<file path="src/rtl/rom_digest_rx.sv">
// -----------------------------------------------------------------------------
// rom_digest_rx
//
// Key-manager-side receiver for the ROM controller digest and ROM check status.
// The block captures the 256-bit digest when the ROM controller marks it valid.
// It then requires StableCycles consecutive cycles of done&good with unchanged
// data before it presents the digest as qualified. Any protocol violation puts
// the block in an Error state. Only a reset leaves that state.
//
// Optional feature (macro ROM_DIGEST_RX_TIMEOUT_EN):
//   When defined, a saturating timeout counter limits the time from reset
//   release to Ready. On expiry the block raises error code 1. When the macro
//   is undefined, Idle and Settle wait indefinitely.
//
// Parameters:
//   StableCycles   settle length in done&good cycles (>= 1)
//   TimeoutCycles  maximum cycles from reset release to Ready (>= 2)
//
// Ports:
//   clk_i           clock
//   rst_i           asynchronous active-high reset
//   rom_data_i      ROM digest (keymgr data field)
//   rom_valid_i     ROM digest valid
//   rom_done_i      ROM check done
//   rom_good_i      ROM check passed
//   digest_o        qualified digest, zero unless in Ready
//   digest_valid_o  high only in Ready
//   err_o           high only in Error
//   err_code_o      0 none, 1 timeout, 2 unstable, 3 bad ROM
// -----------------------------------------------------------------------------
module rom_digest_rx #(
   parameter int StableCycles  = 2,
   parameter int TimeoutCycles = 1024
) (
   input  logic         clk_i,
   input  logic         rst_i,
   input  logic [255:0] rom_data_i,
   input  logic         rom_valid_i,
   input  logic         rom_done_i,
   input  logic         rom_good_i,
   output logic [255:0] digest_o,
   output logic         digest_valid_o,
   output logic         err_o,
   output logic [1:0]   err_code_o
);

   localparam int StW = $clog2(StableCycles + 1);

   typedef enum logic [1:0] {
      ST_IDLE,
      ST_SETTLE,
      ST_READY,
      ST_ERROR
   } state_t;

   localparam logic [1:0] ERR_NONE     = 2'd0;
   localparam logic [1:0] ERR_TIMEOUT  = 2'd1;
   localparam logic [1:0] ERR_UNSTABLE = 2'd2;
   localparam logic [1:0] ERR_BAD_ROM  = 2'd3;

   if (StableCycles < 1 || TimeoutCycles < 2) begin : g_bad_param
      $error("rom_digest_rx: StableCycles must be >= 1 and TimeoutCycles >= 2");
   end

   state_t         r_state, w_state_nxt;
   logic [255:0]   r_capture, w_capture_nxt;
   logic [StW-1:0] r_stable, w_stable_nxt;
   logic [1:0]     r_err_code, w_err_code_nxt;

   logic w_bad_rom;
   logic w_unstable;
   logic w_timeout_hit;

   // The ROM reports a finished check that failed.
   assign w_bad_rom  = rom_done_i & ~rom_good_i;
   // The digest disappeared or changed after capture.
   assign w_unstable = ~rom_valid_i | (rom_data_i != r_capture);

`ifdef ROM_DIGEST_RX_TIMEOUT_EN
   localparam int ToW = $clog2(TimeoutCycles + 1);

   logic [ToW-1:0] r_timeout;

   // The count saturates at TimeoutCycles and never wraps. A block that sits in
   // Error for a long time therefore cannot produce a false expiry later.
   always_ff @(posedge clk_i or posedge rst_i) begin
      if (rst_i) begin
         r_timeout <= '0;
      end else if ((r_state == ST_IDLE || r_state == ST_SETTLE) &&
                   r_timeout != ToW'(TimeoutCycles)) begin
         r_timeout <= r_timeout + ToW'(1);
      end
   end

   assign w_timeout_hit = (r_state == ST_IDLE || r_state == ST_SETTLE) &&
                          (r_timeout == ToW'(TimeoutCycles - 1));
`else
   assign w_timeout_hit = 1'b0;
`endif

   // NOTE: sequential state uses non-blocking assignments so every register
   // samples the values from before the edge. Ordering inside the block then
   // does not matter.
   always_ff @(posedge clk_i or posedge rst_i) begin
      if (rst_i) begin
         r_state    <= ST_IDLE;
         r_capture  <= '0;
         r_stable   <= '0;
         r_err_code <= ERR_NONE;
      end else begin
         r_state    <= w_state_nxt;
         r_capture  <= w_capture_nxt;
         r_stable   <= w_stable_nxt;
         r_err_code <= w_err_code_nxt;
      end
   end

   // NOTE: every signal assigned here gets a default first, so no path can
   // leave it unassigned and infer a latch.
   always_comb begin
      w_state_nxt    = r_state;
      w_capture_nxt  = r_capture;
      w_stable_nxt   = r_stable;
      w_err_code_nxt = r_err_code;

      unique case (r_state)
         ST_IDLE: begin
            if (w_bad_rom) begin
               w_state_nxt    = ST_ERROR;
               w_err_code_nxt = ERR_BAD_ROM;
            end else if (w_timeout_hit) begin
               w_state_nxt    = ST_ERROR;
               w_err_code_nxt = ERR_TIMEOUT;
            end else if (rom_valid_i) begin
               w_state_nxt   = ST_SETTLE;
               w_capture_nxt = rom_data_i;
               w_stable_nxt  = '0;
            end
         end

         ST_SETTLE: begin
            if (w_bad_rom) begin
               w_state_nxt    = ST_ERROR;
               w_err_code_nxt = ERR_BAD_ROM;
            end else if (w_unstable) begin
               w_state_nxt    = ST_ERROR;
               w_err_code_nxt = ERR_UNSTABLE;
            end else if (rom_done_i) begin
               // done & good (done & !good is handled above as bad ROM).
               // Reaching Ready on the expiry edge beats the timeout.
               if (r_stable == StW'(StableCycles - 1)) begin
                  w_state_nxt = ST_READY;
               end else if (w_timeout_hit) begin
                  w_state_nxt    = ST_ERROR;
                  w_err_code_nxt = ERR_TIMEOUT;
               end else begin
                  w_stable_nxt = r_stable + StW'(1);
               end
            end else if (w_timeout_hit) begin
               w_state_nxt    = ST_ERROR;
               w_err_code_nxt = ERR_TIMEOUT;
            end else begin
               w_stable_nxt = '0;
            end
         end

         ST_READY: begin
            if (w_bad_rom) begin
               w_state_nxt    = ST_ERROR;
               w_err_code_nxt = ERR_BAD_ROM;
            end else if (w_unstable || !rom_done_i) begin
               w_state_nxt    = ST_ERROR;
               w_err_code_nxt = ERR_UNSTABLE;
            end
         end

         ST_ERROR: begin
            // Sticky until reset.
         end

         default: begin
            w_state_nxt = ST_ERROR;
         end
      endcase
   end

   assign digest_valid_o = (r_state == ST_READY);
   assign digest_o       = digest_valid_o ? r_capture : '0;
   assign err_o          = (r_state == ST_ERROR);
   assign err_code_o     = r_err_code;

endmodule

</file>
<file path="config.mk">
export PLATFORM = sky130hd
export DESIGN_NAME = rom_digest_rx
export DESIGN_NICKNAME = d
export VERILOG_FILES = /design/src/rtl/rom_digest_rx.sv
export SDC_FILE = /design/constraint.sdc
export NUM_CORES = 1
export LEC_CHECK = 0
export BUFFER_PORTS_ARGS = -buffer_cell sky130_fd_sc_hd__buf_2
export CAP_MARGIN = 20
export CORE_ASPECT_RATIO = 1.2
export CORE_MARGIN = 1
export CORE_UTILIZATION = 30
export CTS_CLUSTER_SIZE = 25
export DETAILED_ROUTE_END_ITERATION = 7
export GPL_TIMING_DRIVEN = 0
export HOLD_SLACK_MARGIN = 0.15
export PLACE_DENSITY = 0.63
export SETUP_SLACK_MARGIN = 0.02
export SLEW_MARGIN = 5
export SYNTH_ARGS = -nofsm -noshare
export SYNTH_HDL_FRONTEND = slang
export SYNTH_SLANG_ARGS = --single-unit
</file>
<file path="constraint.sdc">
create_clock -name clk_i -period 12.8 [get_ports clk_i]
set_input_delay 2.56 -clock clk_i [delete_from_list [all_inputs] [get_ports clk_i]]
set_output_delay 2.56 -clock clk_i [all_outputs]
set_load 0.01 [all_outputs]
</file>
After elaboration in Yosys (flattened, before gate mapping)
Index checks and enable logic that the tools add are counted.

Add/subtract/negate cells: 1. Equality and inequality tests: 16. Multiplexer cells: 23. Bitwise logic cells: 5. Reductions and logical operators: 9.

Operators with widths (number): 256-bit 2-to-1 mux (1); 256-bit inequality test (1); 2-bit 2-to-1 mux (19); 2-bit one-hot mux with 3 select lines (2); 2-bit inequality test, second input constant (5); 3-bit inequality test, second input constant (3); 4-bit inequality test, second input constant (2); 6-bit AND reduction (1); 5-bit AND reduction (1); 2-bit by 1-bit equality test with 1-bit output, second input constant (2); 2-bit equality test, second input constant (2); 2-bit one-hot mux with 2 select lines (1); 4-bit AND reduction (1); 3-bit by 1-bit inequality test with 1-bit output, second input constant (1); 1-bit inverter (3); 3-bit AND reduction (1); 3-bit nonzero test (1); 2-bit by 1-bit adder with 2-bit output, second input constant (1); 2-bit zero test (1); 2-bit nonzero test (1); 1-bit bitwise AND (1); 1-bit zero test (1); 1-bit logical OR (1); 1-bit bitwise OR (1).

Register bits: 262. Bits of input ports: 261. Output and inout port bits: 260. Logic and storage cells: 58.

Logic depth before layout (Yosys ltp)
Depth after elaboration: 6. Depth in mapped cells: 8. Depth with buffers taken out: 8.

Least setup slack after synthesis
OpenSTA, ideal clock, no wires.

Path kind: input-to-reg. Start: input rom_data_i[141]. End: register r_stable[0]. Setup time: 0.076 ns. Arrival time: 4.541 ns. Data required time: 12.724 ns. Setup slack: 8.182 ns. Stages: 8. Path buffers: 0. Cell sequence: nor2b_1 > a2111o_1 > a2111oi_2 > nand4_1 > nor4_2 > nand3_2 > or4_1 > o21ai_1.

Word-level cells in the longest chain between the ends: 4.

RTL lines: start, declared (line 37) `input logic [255:0] rom_data_i,`; 256-bit inequality test (line 77) `assign w_unstable = ~rom_valid_i | (rom_data_i != r_capture);`; 1-bit bitwise OR (line 77); 2-bit inequality test (no line); 6-bit AND reduction (no line); end signal, assigned (line 113) `r_stable <= w_stable_nxt;`; end, declared (line 67) `logic [StW-1:0] r_stable, w_stable_nxt;`.

No other way between the ends. A chain may end at the register's enable or synchronous reset.

Worst setup path after layout
Start: register r_state[0]. End: output digest_o[201].

Word-level cells in the longest chain between the ends: 2.

RTL lines: start, declared (line 65) `state_t r_state, w_state_nxt;`; start signal, assigned (line 111) `r_state <= w_state_nxt;`; 2-bit equality test (line 187) `assign digest_valid_o = (r_state == ST_READY);`; 256-bit 2-to-1 mux (line 188) `assign digest_o = digest_valid_o ? r_capture : '0;`; end, declared (line 41) `output logic [255:0] digest_o,`.

No other way between the ends.

==> results.toml <==
[placed_design]
pre_cts_slack_ps = 6850
port_buffers = 520
dpl.hpwl_um = 62800
place.gp.congestion = 0.932
placedCellCount = 2662

[yosys]
yosysUniqueCellTypes = 47
syn_nets = 1740
synthDominantCellAreaShare = 0.429
synthTopCellsByCount = "262 x dfrtp_1, 255 x and2_1, 225 x mux2_2"
synthFlopType = "dfrtp_1"
postSynthCellCount = 1474
async_flop_share = 1.00
synth_top_cell_by_area = "dfrtp_1"
netlist_area_um2 = 15300
yosys_warnings = 0
synth_area_leaders = "dfrtp_1 43%, mux2_2 17%, and2_1 10%"
synth.most_common_cell = "dfrtp_1"
ys_seq_area_frac = 0.429
synth_edf_count = 0
synth-seq-cells = 262
avgSynthCellArea_um2 = 10.4

[pwr]
clkPwrFrac = 0.183
p_sw_frac = 0.433
switchingPower_uw = 2170
p_leak_uw = 0.00964
ir_drop_mv = 0.135
p_per_area_nw_per_um2 = 250
finalPower_uw = 5020
power_frac_comb = 0.496
p_int_uw = 2840
p_seq_frac = 0.321

[detailed_routing]
wl_met1_um = 31300
drcViolationCount = 0
drt_wl_total_um = 78800
highest_layer = "met5"
routed_via_density = 5.24
wl_per_cell_um = 28.9
firstDrtPassIters = 5
drt_iter0_drc = 939
vias = 14300
wl_met2_um = 38400
dr_wl_met3_um = 5550
ant_nets = 0

[die]
row_count = 90
die_width_um = 208
initial_core_util = 0.304
ios = 521
die_y_um = 249
dieArea_um2 = 51800
coreArea_um2 = 50200

[sta]
rsz0062_at_grt = "false"
min_period_ps = 6170
drv_slew = 0
fin_crit_sh = 0.482
slew_headroom = 0.168
worst_slack_ps = 6630
skew_ps = 13.8
setup_viol = 0
hold_viol = 0
fmax_mhz = 162
worstMarginPinSlew_ps = 1250
holdWs_ps = 476

[worst_setup_path]
crit_chain = "inv_1, ha_1, clkbuf_1, buf_1, clkbuf_1, and2_1, buf_2"
worstSetupPathType = "register to primary output"
cp.arrival_ps = 3610
r2r_slack_ps = 9200
cp_common_cell = "clkbuf_1"
path_buf_inv = 5
worstReg2RegEnd = "r_stable[0]"
slowest_delay_ps = 970
cp_top_family = "buffers and inverters"
r2r_cells = 8
r2r_start = "r_capture[10]"
cp_max_fo = 10
crit_slowest_cell = "clkbuf_1"
crit_required_ps = 10240
critPathLaunchType = "register"
endpoint_kind = "primary output"

[flow_run]
drv_cap = 0

[worst_hold_path]
whs_endpoint = "err_code_o[1]"
hold_depth = 1
hp-start = "err_code_o[1]"
hold_class = "register to register"

[finish]
areaGrowthSynthToFinish_pct = 31.6
fin_nets = 2317
fillCellCount = 5093
final_core_util = 0.400
multiInputGateArea_um2 = 8210
stdcell_count = 2724
drive_above_1_share = 0.401
seq_area_um2 = 6560

[cts]
cts.repair.resized = 0
cts_hold_buf = 0
htree_levels = 1
clockBufferDepth = 3
cts_sinks = 262
postCtsSetupRepairBufs = 0
cts_buffers = 31
cts_root_buf = "clkbuf_16"
insertion_delay_ps = 600
cts_tree = "yes"
clk_pin_slew_worst_paths_ps = 60

[global_routing]
grt_max_degree = 111
antenna_found_initial = 24
grt_util_all_layers = 0.299
grt_first_pass_wirelength_um = 109000
gr-total-overflow = 0
grt_pass1_vias = 14400

[run_status]
status = "finished clean"
==> flip-flops by register name (all words and copies together) (netlist names) <==
name	count
r_capture	256
err_code_o	2
r_stable	2
r_state	2
==> how the worst max path moves through the flow <==
stage / start / to / slack (ps) / cells past startpoint
CTS: r_state[0] / digest_o[201] / 6600 / 7
finish: r_state[0] / digest_o[201] / 6630 / 7
floorplan: rst_i / err_code_o[0] / 3030 / 1
global route: r_state[0] / digest_o[201] / 6540 / 7
detailed placement: rom_data_i[10] / r_stable[0] / 6850 / 9
global placement: rst_i / r_capture[145] / -840 / 2
==> stage by stage <==
step,TNS (ps),instance area (um^2)
2_1_floorplan,0,15300
3_3_place_gp,-207850,18700
3_5_place_dp,0,19100
4_1_cts,0,20100
5_1_grt,0,20100
6_report,0,20100
==> routing by layer <==
| layer | vias up | track usage |
|---|---|---|
| met2 | 667 | 0.511 |
| met1 | 7195 | 0.365 |
| met4 | 16 | 0.125 |
| met5 | - | 0 |
| met3 | 157 | 0.0589 |
| li1 | 6229 | - |
==> power groups by stage <==
stage               Clock [uW]  Combinational (uW)  Sequential, uW
finish                     917                2490            1610
global route               962                2640            1670
CTS                        934                2500            1600
detailed placement           0                2490            1610
global placement             0                2390            1580
floorplan                    0                1380            1510
==> placed cells by master (no fill, tap or decap), types with 4 or more instances in the layout <==
cell       count
and2_1       255
nand4_1       83
xor2_1        42
clkbuf_1      61
mux2_2       225
nand2_1       42
nand2b_1     122
a2111o_1       9
a21oi_1        5
clkbuf_2       4
o22ai_1       25
clkinv_2       5
a22o_1         4
o21ai_0       35
buf_8         15
buf_6          4
buf_2        521
inv_1         76
clkbuf_16     31
bufinv_16      4
nor2b_1       32
xnor2_1       88
dfrtp_1      262
a2111oi_2      4
nand3_1        7
nor2_1         9
o2111ai_1      9
diode_2       11
ha_1           5
nor3_1         5
nor4_1        34
==> cell families (layout without fill, tap and decap cells) <==
kind of cell	after synthesis	in the layout	synth area share
adders and majority gates	5	5	0.00410
buffers and inverters	137	732	0.0337
muxes	226	226	0.167
DFF	262	262	0.429
other	0	11	0
and+or+nand+nor	605	605	0.241
AOI/OAI and AO/OA	109	109	0.0511
xor gates and xnor gates	130	130	0.0745
==> area by class of cell <==
type | instances | share of cell area
sequential | 262 | 0.326
tap | 644 | 0.0401
clock buffer | 40 | 0.0418
buffer | 60 | 0.0115
multi-input combinational | 1075 | 0.409
timing repair buffer | 544 | 0.148
clock inverter | 11 | 0.00803
antenna | 11 | 0.00137
inverter | 77 | 0.0148
(Power assumes the default switching activity.)
